File: src/rtl/reg_burst_loader_if.sv
// reg_burst_loader_if: sequencer-side write bus, read port and status outputs of the burst loader
//   regnum       register number to write this cycle (0 = no write)
//   seq_done     sequencer done level
//   base         data base value for the burst
//   rd_num       read-port register select
//   rd_data      contents of the selected register (0 for register 0)
//   busy         loader is accepting burst writes
//   loaded       one-cycle burst completion pulse
//   wcount       writes in the current or last burst (saturating)
//   written_mask registers touched in the current or last burst
//   dup_err      some register was written twice in the current or last burst
interface reg_burst_loader_if #(
   parameter int WIDTH = 32,
   parameter int CNT_W = 4
);
   logic [4:0]       regnum;
   logic             seq_done;
   logic [WIDTH-1:0] base;
   logic [4:0]       rd_num;
   logic [WIDTH-1:0] rd_data;
   logic             busy;
   logic             loaded;
   logic [CNT_W-1:0] wcount;
   logic [31:0]      written_mask;
   logic             dup_err;
   modport master (
      output regnum, seq_done, base, rd_num,
      input  rd_data, busy, loaded, wcount, written_mask, dup_err
   );
   modport slave (
      input  regnum, seq_done, base, rd_num,
      output rd_data, busy, loaded, wcount, written_mask, dup_err
   );
endinterface

File: src/rtl/reg_burst_loader.sv
// reg_burst_loader: writes base+k into a 32-entry register file for each register number of a sequencer burst
//   clock  rising-edge system clock
//   reset  asynchronous active-low reset
//   bus    reg_burst_loader_if slave: burst input, combinational read port and burst status
module reg_burst_loader #(
   parameter int WIDTH = 32,
   parameter int CNT_W = 4
) (
   input logic clock,
   input logic reset,
   reg_burst_loader_if.slave bus
);
   typedef enum logic [1:0] {IDLE, LOAD, COMMIT, HOLD} state_t;
   state_t           state, state_nx;
   logic [WIDTH-1:0] regs [32];
   logic [CNT_W-1:0] wcount;
   logic [31:0]      mask;
   logic             dup, loaded;
   logic             start, wr_load;
   logic [WIDTH-1:0] wdata;
   always_comb begin
      // a new burst may start from IDLE or directly out of HOLD once done drops
      start    = bus.regnum != '0 && (state == IDLE || (state == HOLD && !bus.seq_done));
      wr_load  = bus.regnum != '0 && state == LOAD && !bus.seq_done;
      // offset is the pre-increment count; since the count saturates, so does the offset
      wdata    = bus.base + (start ? {WIDTH{1'b0}} : WIDTH'(wcount));
      state_nx = state;
      case (state)
         IDLE:    if (start) state_nx = LOAD;
         LOAD:    if (bus.seq_done) state_nx = COMMIT;
         COMMIT:  state_nx = HOLD;
         HOLD:    if (start) state_nx = LOAD;
                  else if (!bus.seq_done) state_nx = IDLE;
         default: state_nx = IDLE;
      endcase
   end
   always_ff @(posedge clock or negedge reset) begin
      if (!reset) begin
         state  <= IDLE;
         wcount <= '0;
         mask   <= '0;
         dup    <= 1'b0;
         loaded <= 1'b0;
         for (int i = 0; i < 32; i++) regs[i] <= '0;
      end else begin
         state  <= state_nx;
         loaded <= state_nx == COMMIT;
         if (start || wr_load) regs[bus.regnum] <= wdata;
         if (start) begin
            wcount <= CNT_W'(1);
            mask   <= 32'd1 << bus.regnum;
            dup    <= 1'b0;
         end else if (wr_load) begin
            wcount <= &wcount ? wcount : wcount + 1'b1;
            mask   <= mask | (32'd1 << bus.regnum);
            dup    <= dup | mask[bus.regnum];
         end
      end
   end
   // register 0 is never written, but the read port forces it to zero regardless
   assign bus.rd_data      = bus.rd_num == '0 ? '0 : regs[bus.rd_num];
   assign bus.busy         = state == LOAD;
   assign bus.loaded       = loaded;
   assign bus.wcount       = wcount;
   assign bus.written_mask = mask;
   assign bus.dup_err      = dup;
endmodule

File: src/flat_wrapper.sv
// flat-port wrapper written by rule: the top's interface ports become plain ports
module reg_burst_loader_flat 
#(
   parameter int WIDTH = 32,
   parameter int CNT_W = 4
)
  (clock, reset, bus_regnum, bus_seq_done, bus_base, bus_rd_num, bus_rd_data, bus_busy, bus_loaded, bus_wcount, bus_written_mask, bus_dup_err);
  reg_burst_loader_if #(.WIDTH(WIDTH), .CNT_W(CNT_W)) bus_i ();
  input logic clock;
  input logic reset;
  input wire logic [$bits(bus_i.regnum)-1:0] bus_regnum;
  input wire logic [$bits(bus_i.seq_done)-1:0] bus_seq_done;
  input wire logic [$bits(bus_i.base)-1:0] bus_base;
  input wire logic [$bits(bus_i.rd_num)-1:0] bus_rd_num;
  output wire logic [$bits(bus_i.rd_data)-1:0] bus_rd_data;
  output wire logic [$bits(bus_i.busy)-1:0] bus_busy;
  output wire logic [$bits(bus_i.loaded)-1:0] bus_loaded;
  output wire logic [$bits(bus_i.wcount)-1:0] bus_wcount;
  output wire logic [$bits(bus_i.written_mask)-1:0] bus_written_mask;
  output wire logic [$bits(bus_i.dup_err)-1:0] bus_dup_err;
  assign bus_i.regnum = bus_regnum;
  assign bus_i.seq_done = bus_seq_done;
  assign bus_i.base = bus_base;
  assign bus_i.rd_num = bus_rd_num;
  assign bus_rd_data = bus_i.rd_data;
  assign bus_busy = bus_i.busy;
  assign bus_loaded = bus_i.loaded;
  assign bus_wcount = bus_i.wcount;
  assign bus_written_mask = bus_i.written_mask;
  assign bus_dup_err = bus_i.dup_err;
  reg_burst_loader #(.WIDTH(WIDTH), .CNT_W(CNT_W)) u_core (.clock(clock), .reset(reset), .bus(bus_i));
endmodule
File: config.mk
export PLATFORM = sky130hd
export DESIGN_NAME = reg_burst_loader_flat
export DESIGN_NICKNAME = d
export VERILOG_FILES = /design/src/rtl/reg_burst_loader_if.sv /design/src/rtl/reg_burst_loader.sv /design/src/flat_wrapper.sv
export SDC_FILE = /design/constraint.sdc
export NUM_CORES = 2
export LEC_CHECK = 0
export BUFFER_PORTS_ARGS = -buffer_cell sky130_fd_sc_hd__buf_2
export CAP_MARGIN = 0
export CORE_MARGIN = 2
export CORE_UTILIZATION = 40
export CTS_CLUSTER_DIAMETER = 120
export DETAILED_ROUTE_END_ITERATION = 12
export MAX_ROUTING_LAYER = met4
export SLEW_MARGIN = 20
export SYNTH_ARGS = -nofsm -noshare
export SYNTH_HDL_FRONTEND = slang
export SYNTH_SLANG_ARGS = --single-unit
File: constraint.sdc
create_clock -name clock -period 3.3 [get_ports clock]
set_clock_uncertainty 0.15 [all_clocks]
set_input_delay 0.495 -clock clock [delete_from_list [all_inputs] [get_ports clock]]
set_output_delay 0.495 -clock clock [all_outputs]
set_load 0.02 [all_outputs]
== Word-level counts from Yosys, hierarchy flattened ==
Cells that the tools add are included.
Operators by class
  reductions and logical operators: 14
  mux-type cells: 22
  order comparisons: 4
  equality and inequality tests: 5
  div/mod/pow operators: 0
  shifts and indexed selects: 1
  multiply operators: 0
  $add $sub $neg: 2
  bitwise gates (word level): 4
Operators by type and width (count)
  bitwise mux 1024 bit: 1
  2-to-1 mux 32 bit: 6
  binary-select mux 32 bit (select 5 bit): 1
  demux 32 bit (select 5 bit): 1
  adder 32 bit: 1
  bitwise OR 32 bit: 1
  left shift 1 x 5 -> 32 bit (first input constant): 1
  2-to-1 mux 4 bit: 4
  greater-or-equal comparator 6 bit (second input constant): 2
  NOT 5 -> 6 bit: 2
  2-to-1 mux 2 bit: 4
  case mux 2 bit (4 select lines): 1
  == test 2 bit (second input constant): 3
  less-than comparator 5 x 6 -> 1 bit (second input constant): 1
  less-than comparator 6 x 1 -> 1 bit (second input constant): 1
  binary-select mux 1 bit (select 5 bit): 1
  logical AND 1 bit: 5
  logical NOT 5 bit: 1
  nonzero test 5 bit: 1
  adder 4 x 1 -> 4 bit (second input constant): 1
  AND reduction 4 bit: 1
  2-to-1 mux 1 bit: 3
  == test 2 x 1 -> 1 bit (second input constant): 1
  logical NOT 2 bit: 1
  other kinds (6): 7
Storage, ports and cells
  memories: 0
  logic and storage cells: 89
  bits in registers: 1064
  bits in writable memories: 0
  bits in latches: 0
  bits of input ports: 45
  output and inout port bits: 71
  memory bits (read-only): 0

== Depth between registers and ports, before layout ==
  word-level depth: 7
  mapped depth: 16
  mapped depth without buffers: 12

== Worst setup path after synthesis ==
OpenSTA, ideal clock, no wires.
  path kind: input port to flip-flop
  from: input port bus_regnum[2]
  to: register u_core.regs[340] (netlist name)
  arrival: 3.547 ns
  cell stages on the path: 14
  required time: 3.017 ns
  setup time: 0.133 ns
  path buffers: 2
  setup slack: -0.530 ns
  path through: or2_2 clkbuf_1 nor4_1 or2_2 and2_1 ha_1 inv_1 fa_1 nand2b_1 a211oi_2 nand4_1 xor2_1 clkbuf_1 o21ai_0
Between the ends
  cells in the longest elaborated chain, start to end: 6
  elaborated cells between the ends (all ways): 14
  classes of those cells: 1 x add/sub; 2 x order compare; 4 x mux; 1 x bitwise; 6 x reduce/logical
RTL lines
  start, declared: RTL line flat_wrapper.sv:11  | input wire logic [$bits(bus_i.regnum)-1:0] bus_regnum;
  branches (longest 6 deep; another with adder 32 bit)
  end signal, assigned by index: RTL line reg_burst_loader.sv:48  | if (start || wr_load) regs[bus.regnum] <= wdata;
  end, declared: RTL line reg_burst_loader.sv:15  | logic [WIDTH-1:0] regs [32];
Several ways; the timed one is not identified.
A chain may end at the register's enable or synchronous reset.

== Worst setup path in the final report ==
  from: register u_core.state[1]
  to: register u_core.regs[184] (netlist name)
Between the ends
  cells in the longest elaborated chain, start to end: 7
  elaborated cells between the ends (all ways): 12
  classes of those cells: 1 x add/sub; 2 x eq/ne; 2 x mux; 7 x reduce/logical
RTL lines
  start, declared: RTL line reg_burst_loader.sv:14  | state_t state, state_nx;
  start signal, assigned: RTL line reg_burst_loader.sv:46  | state <= state_nx;
  == test 2 bit: RTL line reg_burst_loader.sv:23  | start = bus.regnum != '0 && (state == IDLE || (state == HOLD && !bus.seq_done));
  logical AND 1 bit: RTL line reg_burst_loader.sv:23
  logical OR 1 bit: RTL line reg_burst_loader.sv:23
  logical AND 1 bit: RTL line reg_burst_loader.sv:23
  2-to-1 mux 4 bit: RTL line reg_burst_loader.sv:26  | wdata = bus.base + (start ? {WIDTH{1'b0}} : WIDTH'(wcount));
  adder 32 bit: RTL line reg_burst_loader.sv:26
  bitwise mux 1024 bit: RTL line reg_burst_loader.sv:48
Parallel ways exist; a longest one is shown, timed or not.

==> out/qor.yml <==
track_usage_pct: 23.6
maxSlewViolCount: 0
hpwl_um: 83000
path_cells: "nor2b_4 > a21oi_4 > or2_4 > and2_4 > ha_4 > inv_2 > fa_2 > nand2b_4 > a211oi_4 > buf_6 > clkbuf_16 > nand4_1 > xor2_2 > buf_4 > clkbuf_16 > o21ai_1"
ir_drop_uv: 421
period_share_pct: 103
post-synth-top-count-cell: "nand2_1"
finalInstanceArea_um2: 55100
yosysTopAreaCellShare_pct: 56.5
synth_commonest_cells: "1109 x nand2_1, 1064 x dfrtp_1, 932 x o21ai_0, 399 x clkbuf_1, 296 x mux4_2"
cp_common_cell: "clkbuf_16"
hp-class: "in2reg"
cap_violations: 0
grt_pass1_vias: 32265
yosys_register_bits: 1064
placed_cell_area_um2: 50500
syn-num-nets: 4350
synth_area_per_cell_um2: 11.0
p_leak_nw: 25.3
synth_area_leaders: "dfrtp_1 56%, mux4_2 14%, o21ai_0 9.9%"
cp_slowest_stage_delay_ns: 0.44
setup_violations: 57
grt_pass1_wl_um: 209000
fill_cells: 10545
seq_area_um2: 26600
worstPathArrival_ns: 3.88
syn2layout_area_growth_pct: 16.9
drive_gt1_share_pct: 22.0
ios: 116
crit_family: "simple AND/OR/NAND/NOR gates"
critical_path_class: "reg2reg"
cts.sinks: 1064
grt_max_degree: 139
antenna_found_initial: 16
max_freq_ghz: 0.294
async_flop_share_pct: 100
chipHeight_um: 347
nNetsFinal: 4347
critical_path.slowest_cell: "dfrtp_2"
drc_errors: 0
start_util_pct: 40.5
yosysTopAreaCell: "dfrtp_1"
hold_viol: 0
crit_fanout: 8
status: "finished with violations"
synth.distinct_cells: 57
synthCells: 4299
grt-ovfl-total: 0
worst_setup_path_start_kind: "flip-flop"
globalplace.congestion: 0.820
rsz0062_at_grt: "yes"
multiInputGateArea_um2: 19300
cts-buffers-inserted: 111
drtAntennaViolNets: 0
wirelength_um: 139000
die-area_um2: 121000
synthFlopType: "dfrtp_1"
cts_htree_levels: 3
routed-via-count: 32826
core-area_um2: 117000
path_buf_inv: 5
ctsRootBufferMaster: "clkbuf_16"
synth_edf_count: 0
min_period_ns: 3.40
violations: "setup timing"
place_inst: 5678
setup_slack_ns: -0.0959
seq_area_frac_synth_pct: 56.5
wl_per_cell_um: 23.4
clk_latency_ns: 0.70
synth_area_um2: 47200
yosysWarnings: 0
cts.clk_slew.worst_paths_ns: 0.06
crit_required_ns: 3.78
die_width_um: 347
relSlewSlack_pct: 29.0
drtIter0Drc: 2600
final-instance-count-excl-fill: 5922
tritoncts: "done"
power-per-cell-area_nw_per_um2: 690
routed_via_density: 5.54
tightest_slew_ns: 1.07
cts_buffer_depth: 3
rows: 125
end_kind: "flip-flop"
io_buffers: 115
firstDrtPassIters: 7
per-stage QoR:
step / setup TNS, ns / hold slack [ns] / total power, W / util (%) / setup WS [ns]
after floorplan: -37.77 / 0.0494 / 0.0224 / - / -0.122
after global placement: -130.77 / 0.210 / 0.0247 / 43.3 / -0.338
after detailed placement: -130.86 / 0.213 / 0.0250 / 43.3 / -0.323
after CTS: 0 / 0.0136 / 0.0381 / 46.7 / 0.0124
after global routing: -22.98 / 0.0343 / 0.0400 / 47.3 / -0.192
final: -1.94 / 0.0509 / 0.0380 / 47.3 / -0.0959
logic make-up after synthesis:
group | after synthesis | share of synthesized area, %
flops | 1064 | 56.5
simple gates | 1334 | 11.8
mux | 381 | 16.0
compound gates | 1018 | 11.2
buf+inv | 467 | 3.86
xor+xnor | 29 | 0.539
fa+ha+maj | 6 | 0.175
worst min-delay path, cell delays in order:
cell    delay (ns)
buf_2         0.11
buf_4         0.14
and2_1        0.12
final cells by class:
cell class	count	area share [%]
clock buffers	166	6.06
clock inverters	39	0.862
multi-input cells	2768	35.0
repair buffers	344	6.29
well taps	1524	3.46
flip-flops and latches	1064	48.3
inverters	7	0.0477
diodes	10	0.0454
registers in the layout (all words and copies together), names as in the netlist:
name and count:
u_core.bus.dup_err 1, u_core.bus.loaded 1, u_core.bus.wcount 4, u_core.bus.written_mask 32, u_core.regs 1024, u_core.state 2
final timing paths:
check,slack [ns],end,from,cells past startpoint
setup reg to reg,-0.1,u_core.regs[184]$_DFFE_PN0P_,u_core.state[1]$_DFF_PN0_,16
hold / removal,0.05,u_core.bus.loaded$_DFF_PN0_,bus_seq_done,3
setup / recovery,-0.1,u_core.regs[184]$_DFFE_PN0P_,u_core.state[1]$_DFF_PN0_,16
max in group asynchronous,1.69,u_core.regs[706]$_DFFE_PN0P_,reset,3
min in group asynchronous,0.18,u_core.regs[93]$_DFFE_PN0P_,reset,2
hold reg to reg,0.22,u_core.regs[1023]$_DFFE_PN0P_,u_core.regs[1023]$_DFFE_PN0P_,0
metal layers:
metal	wire length [µm]	GRT usage (%)	share of wire, %
met2	66200	36.9	48
met3	7220	3.26	5.2
met5	0	-	0
met1	61800	32.6	45
met4	3380	6.32	2.4
repair_timing:
action / CTS / global route
hold endpoints to repair: 118 / 0
resized for setup: 8 / 110
cloned: 0 / 14
setup buffers: 0 / 14
hold buffers: 1 / 0
endpoints found under the setup margin: 124 / 616
pin swaps: 4 / 20
layout by cell type, fill, tap and decap left out, types with 65 or more instances in the layout:
cell / synthesis / layout
dfrtp_1: 1064 / 1063
buf_2: 43 / 111
o21ai_0: 932 / 687
nand2_1: 1109 / 1108
mux2i_1: 65 / 65
buf_12: 0 / 72
buf_4: 1 / 139
mux4_2: 296 / 296
o21ai_1: 3 / 209
clkbuf_16: 0 / 127
power breakdown:
part	total [W]	switching (W)	internal, W
Clock	0.0131	0.00531	0.00775
Combinational	0.00734	0.00379	0.00355
Sequential	0.0177	0.00156	0.0161
Total	0.0380	0.0107	0.0274
No activity file was read; power rests on OpenSTA's default activity.
